`src/rtl/mul_share_ctrl.sv`:
```
// mul_share_ctrl
// Shares one combinational WIDTH-bit multiplier between two requesters.
// A winner is chosen in IDLE (round-robin when both ask). Its operands are
// registered onto mul_a/mul_b and held for SETTLE_CYCLES edges. The low WIDTH
// bits of the product are then captured into result, with a one-cycle done
// pulse to the winner. A one-cycle DONE turnaround follows before the next
// arbitration.
//
// Handshake: reqN is a level. The requester holds reqN and keeps aN/bN stable
// until it sees gntN (a one-cycle pulse meaning the operands were latched).
// After that the operands may change. reqN stays high until doneN (a one-cycle
// pulse meaning result is valid for N), and must fall in the following cycle
// unless another operation is wanted. A req still high during the turnaround
// cycle is only looked at again once the controller is back in IDLE.
//
// SETTLE_CYCLES must lie in 1..15; the settle counter is 4 bits wide.

module mul_share_ctrl #(
    parameter int WIDTH         = 64,
    parameter int SETTLE_CYCLES = 2
) (
    input  logic             clk,
    input  logic             rst_n,
    input  logic             req0,
    input  logic [WIDTH-1:0] a0,
    input  logic [WIDTH-1:0] b0,
    input  logic             req1,
    input  logic [WIDTH-1:0] a1,
    input  logic [WIDTH-1:0] b1,
    output logic             gnt0,
    output logic             gnt1,
    output logic             done0,
    output logic             done1,
    output logic [WIDTH-1:0] result,
    output logic             busy,
    output logic [WIDTH-1:0] mul_a,
    output logic [WIDTH-1:0] mul_b,
    input  logic [WIDTH-1:0] mul_product,
    output logic [1:0]       state_dbg
);

    typedef enum logic [1:0] {
        ST_IDLE = 2'd0,
        ST_WAIT = 2'd1,
        ST_DONE = 2'd2
    } state_t;

    localparam logic [3:0] SETTLE_INIT = 4'(SETTLE_CYCLES);

    state_t     state;
    state_t     state_nxt;

    // cnt counts the edges the operands have still to sit on the multiplier.
    logic [3:0] cnt;

    // rr_ptr names the requester that wins a tie; it points away from the
    // requester served most recently and returns to 0 on reset.
    logic       rr_ptr;

    // owner remembers which requester the in-flight operation belongs to.
    logic       owner;

    // Decoded actions for the current cycle.
    logic       take;     // start an operation at this edge
    logic       pick1;    // the operation being started belongs to requester 1
    logic       capture;  // sample the product at this edge

    assign state_dbg = state;

    // Arbitration: a lone requester wins; on a tie rr_ptr decides.
    always_comb begin
        pick1 = 1'b0;
        if (req1 && !req0) begin
            pick1 = 1'b1;
        end else if (req1 && req0) begin
            pick1 = rr_ptr;
        end
    end

    // Next-state and action decode.
    always_comb begin
        state_nxt = state;
        take      = 1'b0;
        capture   = 1'b0;
        case (state)
            ST_IDLE: begin
                if (req0 || req1) begin
                    take      = 1'b1;
                    state_nxt = ST_WAIT;
                end
            end
            ST_WAIT: begin
                if (cnt == 4'd1) begin
                    capture   = 1'b1;
                    state_nxt = ST_DONE;
                end
            end
            ST_DONE: begin
                state_nxt = ST_IDLE;
            end
            default: begin
                state_nxt = ST_IDLE;
            end
        endcase
    end

    // State register.
    always_ff @(posedge clk or negedge rst_n) begin
        if (!rst_n) begin
            state <= ST_IDLE;
        end else begin
            state <= state_nxt;
        end
    end

    // Settle counter: loaded on a grant, counts down while waiting.
    always_ff @(posedge clk or negedge rst_n) begin
        if (!rst_n) begin
            cnt <= 4'd0;
        end else if (take) begin
            cnt <= SETTLE_INIT;
        end else if (state == ST_WAIT) begin
            cnt <= cnt - 4'd1;
        end
    end

    // Operand registers feeding the multiplier; they hold between operations.
    always_ff @(posedge clk or negedge rst_n) begin
        if (!rst_n) begin
            mul_a <= '0;
            mul_b <= '0;
        end else if (take) begin
            mul_a <= pick1 ? a1 : a0;
            mul_b <= pick1 ? b1 : b0;
        end
    end

    // Owner of the in-flight operation.
    always_ff @(posedge clk or negedge rst_n) begin
        if (!rst_n) begin
            owner <= 1'b0;
        end else if (take) begin
            owner <= pick1;
        end
    end

    // Grant pulses: high only for the cycle after the operands are latched.
    always_ff @(posedge clk or negedge rst_n) begin
        if (!rst_n) begin
            gnt0 <= 1'b0;
            gnt1 <= 1'b0;
        end else begin
            gnt0 <= take && !pick1;
            gnt1 <= take && pick1;
        end
    end

    // Product capture and done pulses; result holds until the next capture.
    always_ff @(posedge clk or negedge rst_n) begin
        if (!rst_n) begin
            result <= '0;
            done0  <= 1'b0;
            done1  <= 1'b0;
        end else begin
            done0 <= capture && !owner;
            done1 <= capture && owner;
            if (capture) begin
                result <= mul_product;
            end
        end
    end

    // Round-robin pointer moves away from the requester just served.
    always_ff @(posedge clk or negedge rst_n) begin
        if (!rst_n) begin
            rr_ptr <= 1'b0;
        end else if (capture) begin
            rr_ptr <= ~owner;
        end
    end

    // busy covers grant through the capture edge; it drops on the turnaround edge.
    always_ff @(posedge clk or negedge rst_n) begin
        if (!rst_n) begin
            busy <= 1'b0;
        end else if (take) begin
            busy <= 1'b1;
        end else if (state == ST_DONE) begin
            busy <= 1'b0;
        end
    end

endmodule

```
`config.mk`:
```
export PLATFORM = sky130hd
export DESIGN_NAME = mul_share_ctrl
export DESIGN_NICKNAME = d
export VERILOG_FILES = /design/src/rtl/mul_share_ctrl.sv
export SDC_FILE = /design/constraint.sdc
export NUM_CORES = 1
export LEC_CHECK = 0
export ABC_AREA = 1
export BUFFER_PORTS_ARGS = -buffer_cell sky130_fd_sc_hd__buf_2
export CORE_AREA = 2 2 201 203
export DETAILED_ROUTE_END_ITERATION = 6
export DIE_AREA = 0 0 203 205
export PLACE_DENSITY_LB_ADDON = 0.3
export SLEW_MARGIN = 15
export SYNTH_ARGS = -nofsm -noshare
export SYNTH_HDL_FRONTEND = slang
export SYNTH_SLANG_ARGS = --single-unit
```
`constraint.sdc`:
```
create_clock -name clk -period 1.3 [get_ports clk]
set_input_delay 0.065 -clock clk [delete_from_list [all_inputs] [get_ports clk]]
set_output_delay 0.065 -clock clk [all_outputs]
set_load 0.005 [all_outputs]
```
==> metrics.yaml, run 1 <==
status: "finished with violations"
violations: "setup timing"
insertion_delay_ns: 0.52
fp-row-count: 73
dpl.cell_count: 2080
grt_max_degree: 66
drive_above_1_share_pct: 35.0
nets: 2241
p_leak_nw: 8.70
synth_seq_cells: 205
start_kind: "flip-flop"
fin_skew_ns: 0.00625
worst_slack_ns: -0.113
die_area_sq_um: 41600
grt_use_total_pct: 20.1
yosysMostFrequentCell: "nand2_1"
cp_data_required_time_ns: 1.70
crit_top_cell: "buf_12"
post-route-period-util_pct: 109
period_minus_slack_ns: 1.41
async_flop_share_pct: 100
syn2layout_area_growth_pct: 88.5
dr.pass1.iters: 6
vias: 11700
crit_slowest_cell: "dfrtp_1"
crit_buf_inv: 2
hpwl_mm: 28.2
fillers: 3690
clock_path_buffers: 3
clock.fmax_ghz: 0.708
critPathKind: "flip-flop to flip-flop"
worstPathCellList: "nor2_4 -> buf_12 -> o21ai_4 -> buf_12 -> nand2_1 -> nand3_1"
critPathMaxStageDelay_ns: 0.42
cts_tree: "done"
cts.sinks: 205
synth_top_area_share_pct: 56.3
grt_pass1_wl_mm: 67.1
htreeDepth: 1
ys_warn_count: 0
synth_nets: 1382
pin_count: 523
rsz0062_at_grt: "true"
synth_edf_count: 0
synth_cell_types: 19
crit_arrival_ns: 1.81
final_cell_count_no_fill: 2457
synth_flop_cell: "dfrtp_1"
synthCells: 1056
setup_viol: 161
wirelength_mm: 44.3
io_buffers: 522
syn_area_sq_um: 9120
seq_area_frac_synth_pct: 56.3
clockRootBuffer: "clkbuf_16"
netlist.top_cell.by_area: "dfrtp_1"
grt_pass1_vias: 12200
avgRoutedWirePerCell_um: 18.0
post-route-drc-count: 0
ant_nets: 0
grt-ovfl-total: 0
hp-class: "input pin to flip-flop"
die_x_um: 203
antenna_found_initial: 0
maxCapViolCount: 0
fin_total_pwr_mw: 34.5
hold_viol: 0
multiInputGateArea_sq_um: 3620
coreArea_sq_um: 39400
path_max_fanout: 48
crit_family: "flip-flops"
antenna_cells: 0
drtIter0Drc: 1216
peakVddDrop_uv: 1120
worst_setup_path_end_kind: "flip-flop"
synthTopCellsByArea: "dfrtp_1 (56%), nand3_1 (14%), nand2_1 (14%)"
post_drt_via_cell_ratio: 4.78
path_clk_slew_ns: 0.06
numCtsBuffers: 24
yosys-top-cells-count: "nand2_1 (334), nand3_1 (260), dfrtp_1 (205)"
start_util_pct: 23.2
regArea_sq_um: 5130
floorplan.die.height_um: 205
place.gp.congestion: 0.870
tightest_slew_ns: 0.522
relSlewSlack_pct: 65.2
p_per_area_nw_per_um2: 2000
pre_cts_ws_ns: -0.155
slew_viol_final: 0
avgSynthCellArea_sq_um: 8.64
-- metrics by stage --
step / area (sq um) / hold WS [ns] / utilization (%) / setup TNS, ns
floorplan: 9120 / -0.231 / - / 0
global placement: 12800 / -0.0462 / 32.6 / -9.93
detailed placement: 12800 / -0.0482 / 32.6 / -12.13
CTS: 17000 / 0.0990 / 43.3 / -8.52
global route: 17200 / 0.134 / 43.7 / -20.85
finish: 17200 / 0.122 / 43.7 / -5.81
-- per-layer routing --
metal  track usage [%]  wire length [um]  vias to the layer above  share of wire, %
met5                 0                 0                        -                 0
met4              7.30              1630                        0               3.7
met3              4.61              3630                      103               8.2
met2              35.2             21800                      680                49
met1              24.2             17200                     5603                39
li1                  -                 -                     5347                 -
-- what timing repair did --
item,4_1_cts,5_1_grt
gates cloned,2,3
hold endpoints to repair,398,15
endpoints found under the setup margin,193,215
resized for setup,12,24
hold buffers,323,1
setup buffers,7,0
pin swaps,1,6
-- power breakdown --
group	total (mW)	internal, mW	leakage, nW	switching, mW
logic	16.2	7.46	5.81	8.77
clock network	6.78	4.04	0.392	2.74
registers	11.4	9.58	2.50	1.86
-- kinds of logic after synthesis --
family | synth area share (%)
adder cells (fa/ha/maj) | 0.274
AO/OA/AOI/OAI | 0.412
flip-flops | 56.3
buffers and inverters | 5.56
AND/OR/NAND/NOR | 37.5
-- worst paths after layout --
kind / start / endpoint / slack (ns) / depth (start not counted)
min in group asynchronous: rst_n / mul_b[32] / 0.51 / 3
setup reg to reg: state_dbg[0] / mul_a[10] / -0.11 / 6
hold reg to reg: result[58] / result[58] / 0.47 / 2
setup / recovery: state_dbg[0] / mul_a[10] / -0.11 / 6
max in group asynchronous: rst_n / mul_a[53] / 0.11 / 5
hold / removal: req0 / busy / 0.12 / 4
-- cells in the final DEF, fill, tap and decap left out --
master / count
dfrtp_1: 204
inv_4: 1
dfrtp_2: 1
nand3_1: 244
bufinv_16: 1
o21ai_0: 3
nand2_1: 330
nor2_4: 3
nand2_4: 2
o211ai_1: 1
clkbuf_8: 7
buf_8: 2
buf_6: 6
o21ai_1: 1
buf_16: 3
inv_2: 2
dlygate4sd3_1: 323
clkbuf_1: 6
nor2_1: 6
nand2_2: 2
ha_1: 2
buf_4: 51
o21ai_4: 1
nand3_2: 16
nand3_4: 1
buf_2: 520
clkbuf_16: 28
buf_12: 24
a21oi_1: 1
inv_1: 5
or2_2: 1
nand4_1: 129
clkinv_2: 5
-- worst register-to-register path: cells and delay by family (launching register included) --
family / cells / cell delay, ns
compound gates: 1 / 0.09
buf+inv: 2 / 0.32
flops: 1 / 0.42
simple gates: 3 / 0.46
-- cell type report --
cell class                 instances  share of cell area, %
sequential                       205                   29.8
multi-input combinational        743                   21.0
tap                              525                   3.82
clock buffer                      37                   4.25
timing repair buffer             933                   40.5
clock inverter                     6                  0.320
inverter                           8                  0.189
-- state kept, by name (all words and copies together) (netlist names) --
name and flops:
busy 1, state_dbg 2, rr_ptr 1, gnt1 1
mul_b 64, done0 1, owner 1, gnt0 1
mul_a 64, done1 1, cnt 4, result 64
Note: power is estimated with default switching activity, not from simulation.
==> inputs of run 2 (changes only) <==
PLACE_DENSITY_LB_ADDON = 0.25   (was 0.3)
==> metrics.yaml, run 2 (synthesis results as in run 1) <==
antenna_found_initial: 1  # was 0
vias: 12200  # was 11700
design_area_sq_um: 18500  # was 17200 sq um
whs_ns: 0.0186  # was 0.122 ns
dr.pass1.iters: 7  # was 6
start_util_pct: 23.2  # unchanged
hold_viol: 0  # unchanged
clock.fmax_ghz: 0.707  # was 0.708 GHz
crit_arrival_ns: 1.88  # was 1.81 ns
worst_setup_path_end_kind: "flip-flop"  # unchanged
mostFrequentLayoutCell: "buf_2"  # unchanged
path_clk_slew_ns: 0.06  # about the same
tightest_slew_ns: 0.449  # was 0.522 ns
rsz0062_at_grt: "true"  # unchanged
clock_path_buffers: 3  # unchanged
avgRoutedWirePerCell_um: 19.5  # was 18.0 um
cp_data_required_time_ns: 1.76  # was 1.70 ns
start_kind: "flip-flop"  # unchanged
floorplan.die.height_um: 205  # unchanged
nets: 2284  # was 2241
drtIter0Drc: 1135  # was 1216
die_area_sq_um: 41600  # unchanged
setup_viol: 194  # was 161
maxCapViolCount: 0  # unchanged
largestRegisters: "mul_a: 64 flops, mul_b: 64 flops, result: 64 flops"  # unchanged
rrSetupSlack_ns: -0.12  # was -0.11 ns
grt_max_degree: 55  # was 66
postPlaceCellArea_sq_um: 13000  # was 12800 sq um
place.gp.congestion: 0.850  # was 0.870
numCtsBuffers: 26  # was 24
worst_slack_ns: -0.115  # was -0.113 ns
io_buffers: 522  # unchanged
pin_count: 523  # unchanged
post_drt_via_cell_ratio: 4.88  # was 4.78
post-route-drc-count: 0  # unchanged
grt_pass1_wl_mm: 68.3  # was 67.1 mm
grt_use_total_pct: 20.7  # was 20.1%
period_minus_slack_ns: 1.42  # was 1.41 ns
ant_nets: 0  # unchanged
violations: "setup timing"  # unchanged
final_cell_mix: "buf_2 (520), dlygate4sd3_1 (323), nand2_1 (252)"  # was buf_2 (520), nand2_1 (330), dlygate4sd3_1 (323)
relSlewSlack_pct: 69.9  # was 65.2%
fp-row-count: 73  # unchanged
final_cell_count_no_fill: 2501  # was 2457
path_max_fanout: 6  # was 48
hp-class: "input pin to async pin"  # was input pin to flip-flop
slew_viol_final: 0  # unchanged
post-route-period-util_pct: 109  # about the same
peakVddDrop_uv: 1090  # was 1120 uV
insertion_delay_ns: 0.54  # was 0.52 ns
dpl.cell_count: 2095  # was 2080
fin_skew_ns: 0.00672  # was 0.00625 ns
cts.sinks: 205  # unchanged
wirelength_mm: 48.7  # was 44.3 mm
critPathKind: "flip-flop to flip-flop"  # unchanged
fin_util_pct: 47.1  # was 43.7%
grt_pass1_vias: 12200  # about the same
htreeDepth: 1  # unchanged
coreArea_sq_um: 39400  # unchanged
syn2layout_area_growth_pct: 103  # was 88.5%
p_leak_nw: 9.25  # was 8.70 nW
grt-ovfl-total: 0  # unchanged
cts_tree: "done"  # unchanged
hpwl_mm: 29.5  # was 28.2 mm
status: "finished with violations"  # unchanged
clockRootBuffer: "clkbuf_16"  # unchanged
p_per_area_nw_per_um2: 2060  # was 2000 nW/um^2
fin_total_pwr_mw: 38.1  # was 34.5 mW
drive_above_1_share_pct: 42.9  # was 35.0%
die_x_um: 203  # unchanged
run 2: area by class of cell:
class / instances / area (sq um)
diodes: 1 / 2.50
repair buffers: 973 / 7640
clock inverters: 6 / 57.6
multi-input cells: 744 / 4250
inverters: 8 / 37.5
clock buffers: 39 / 761
fillers: 3549 / 20800
well taps: 525 / 657
flip-flops and latches: 205 / 5130
run 2: repair_timing:
item,in CTS,in global routing
setup endpoints to repair,181,203
gates resized for setup,46,181
buffers inserted,9,5
endpoints found under the hold margin,397,0
hold buffers,323,0
cloned,4,19
pin swaps,2,65
run 2: per-stage QoR:
step | TNS, ns | setup slack, ns
floorplan | 0 | 0.0213
CTS | -11.67 | -0.107
global placement | -10.63 | -0.115
finish | -10.99 | -0.115
detailed placement | -12.81 | -0.143
global route | -24.54 | -0.171
run 2: where the power goes:
group / switching [mW] / internal (mW) / leakage [nW]
logic: 9.97 / 9.35 / 6.35
clock network: 2.87 / 4.20 / 0.401
registers: 2.15 / 9.59 / 2.50
run 2: worst max-delay path: stages (launching register included):
cell and delay [ns]:
dfrtp_1 0.42, inv_2 0.11, nand2_2 0.07, nor2_4 0.12, buf_12 0.16, buf_12 0.14, clkbuf_16 0.17, nand3_1 0.07
nand3_1 0.07
run 2: metal layers:
metal | GRT usage, % | wire length (um) | vias to the layer above | part of all wire [%]
li1 | - | - | 5464 | -
met1 | 25.9 | 18300 | 5782 | 38
met2 | 34.5 | 23700 | 808 | 49
met3 | 4.53 | 4440 | 159 | 9.1
met4 | 8.16 | 2270 | 0 | 4.7
met5 | 0 | 0 | - | 0
run 2: path summary, 6_finish.rpt:
path / startpoint / end / cells past startpoint
worst max-delay path: state_dbg[0] / mul_b[32] / 8
worst min-delay path: rst_n / mul_b[5] / 2
worst max register to register: state_dbg[0] / mul_b[32] / 8
worst min register to register: result[1] / result[1] / 2
max in group asynchronous: rst_n / mul_b[34] / 3
min in group clk: req0 / mul_a[50] / 5
==> inputs of run 3 (changes only) <==
HOLD_SLACK_MARGIN = 0.02   (was unset)
==> metrics.yaml, run 3 (synthesis results as in run 1) <==
cts.sinks: 205  # unchanged
post_drt_via_cell_ratio: 4.85  # was 4.88
worst_slack_ns: -0.113  # was -0.115 ns
crit_family: "buffers and inverters"  # unchanged
syn2layout_area_growth_pct: 104  # was 103%
design_area_sq_um: 18600  # was 18500 sq um
grt_pass1_wl_mm: 68.2  # was 68.3 mm
crit_arrival_ns: 1.88  # about the same
numCtsBuffers: 26  # unchanged
tightest_slew_ns: 0.448  # was 0.449 ns
post-route-drc-count: 0  # unchanged
worstPathCellList: "inv_2 -> nand2_2 -> nor2_4 -> buf_12 -> buf_12 -> clkbuf_16 -> nand3_1 -> nand3_1"  # unchanged
final_cell_count_no_fill: 2503  # was 2501
path_clk_slew_ns: 0.06  # about the same
vias: 12100  # was 12200
multiInputGateArea_sq_um: 4270  # was 4250 sq um
io_buffers: 522  # unchanged
critPathMaxStageDelay_ns: 0.42  # about the same
dr.pass1.iters: 6  # was 7
insertion_delay_ns: 0.54  # about the same
avgRoutedWirePerCell_um: 19.5  # about the same
setup-tns-final_ns: -10.97  # was -10.99 ns
nets: 2284  # unchanged
htreeDepth: 1  # unchanged
top_usage_layer: "met2"  # unchanged
die_area_sq_um: 41600  # unchanged
die_x_um: 203  # unchanged
setup_viol: 193  # was 194
grtUsageMet2_pct: 34.5  # about the same
p_per_area_nw_per_um2: 2060  # about the same
grt_max_degree: 55  # unchanged
hp-class: "input pin to flip-flop"  # was input pin to async pin
status: "finished with violations"  # unchanged
place.gp.congestion: 0.850  # unchanged
relSlewSlack_pct: 70.0  # was 69.9%
antenna_found_initial: 3  # was 1
dpl.cell_count: 2095  # unchanged
slew_viol_final: 0  # unchanged
hold_viol: 0  # unchanged
grt_use_total_pct: 20.6  # was 20.7%
whs_ns: 0.149  # was 0.0186 ns
use_met1_pct: 25.9  # about the same
clock.fmax_ghz: 0.708  # was 0.707 GHz
wirelength_mm: 48.7  # about the same
fin_total_pwr_mw: 38.2  # was 38.1 mW
fillers: 3538  # was 3549
violations: "setup timing"  # unchanged
critPathKind: "flip-flop to flip-flop"  # unchanged
pin_count: 523  # unchanged
worst_setup_path_end_kind: "flip-flop"  # unchanged
grt_pass1_vias: 12200  # about the same
met3_usage_pct: 4.52  # was 4.53%
regArea_sq_um: 5130  # unchanged
post-route-period-util_pct: 109  # about the same
crit_slowest_cell: "dfrtp_1"  # unchanged
p_leak_nw: 9.26  # was 9.25 nW
fp-row-count: 73  # unchanged
rsz0062_at_grt: "true"  # unchanged
pre_cts_ws_ns: -0.143  # unchanged
path_max_fanout: 6  # unchanged
floorplan.die.height_um: 205  # unchanged
hpwl_mm: 29.5  # unchanged
largestRegisters: "mul_a: 64 flops, mul_b: 64 flops, result: 64 flops"  # unchanged
coreArea_sq_um: 39400  # unchanged
start_kind: "flip-flop"  # unchanged
clock_path_buffers: 3  # unchanged
final_cell_mix: "buf_2 (520), dlygate4sd3_1 (323), nand2_1 (249)"  # was buf_2 (520), dlygate4sd3_1 (323), nand2_1 (252)
mostFrequentLayoutCell: "buf_2"  # unchanged
cts_tree: "done"  # unchanged
period_minus_slack_ns: 1.41  # was 1.42 ns
clockRootBuffer: "clkbuf_16"  # unchanged
fin_util_pct: 47.1  # about the same
postPlaceCellArea_sq_um: 13000  # unchanged
peakVddDrop_uv: 1090  # about the same
ant_nets: 0  # unchanged
maxCapViolCount: 0  # unchanged
drive_above_1_share_pct: 43.1  # was 42.9%
drtIter0Drc: 1113  # was 1135
start_util_pct: 23.2  # unchanged
cp_data_required_time_ns: 1.77  # was 1.76 ns
fin_skew_ns: 0.00828  # was 0.00672 ns
crit_buf_inv: 4  # unchanged
grt-ovfl-total: 0  # unchanged
run 3: cell types whose count changed in the layout (fill, tap and decap cells not counted):
cell	change
buf_4	-1
buf_6	+1
diode_2	+2
nand2_1	-3
nand2_2	+3
nand3_1	-1
nand3_2	+1
run 3: path summary, 6_finish.rpt:
check,start,slack (ns),to,depth (start not counted)
worst max-delay path,state_dbg[0],-0.11,mul_b[32],8
worst min-delay path,req1,0.15,mul_a[28],4
worst max register to register,state_dbg[0],-0.11,mul_b[32],8
worst min register to register,result[1],0.48,result[1],2
max in group asynchronous,rst_n,0.18,mul_a[50],4
min in group asynchronous,rst_n,0.56,mul_b[5],3
run 3: tightest hold or removal path: stages:
cell and delay, ns:
buf_4 0.18, buf_4 0.21, nand4_1 0.10, nand3_1 0.07
run 3: cell type report:
| type | instances | share of cell area (%) |
|---|---|---|
| antenna | 3 | 0.0404 |
| multi-input combinational | 744 | 23.0 |
| clock buffer | 39 | 4.10 |
| inverter | 8 | 0.202 |
| clock inverter | 6 | 0.310 |
| sequential | 205 | 27.6 |
| timing repair buffer | 973 | 41.2 |
| tap | 525 | 3.54 |
run 3: report_power, final:
group          total [mW]  leakage [nW]  switching [mW]  internal, mW
registers            11.7          2.50            2.15          9.59
logic                19.4          6.36            10.0          9.37
clock network        7.07         0.401            2.86          4.20
total                38.2          9.26            15.0          23.2
run 3: metal layers:
| layer | up-vias | routed length, um | part of all wire [%] |
|---|---|---|---|
| li1 | 5469 | - | - |
| met1 | 5754 | 18500 | 38 |
| met2 | 758 | 23700 | 49 |
| met3 | 156 | 4250 | 8.7 |
| met4 | 0 | 2310 | 4.7 |
| met5 | - | 0 | 0 |
run 3: timing repair:
action / in CTS / in global routing
setup buffers: 9 / 5
setup endpoints to repair: 181 / 203
pin swaps: 2 / 65
gates cloned: 4 / 19
resized for setup: 46 / 186
endpoints found under the hold margin: 398 / 0
hold buffers: 323 / 0
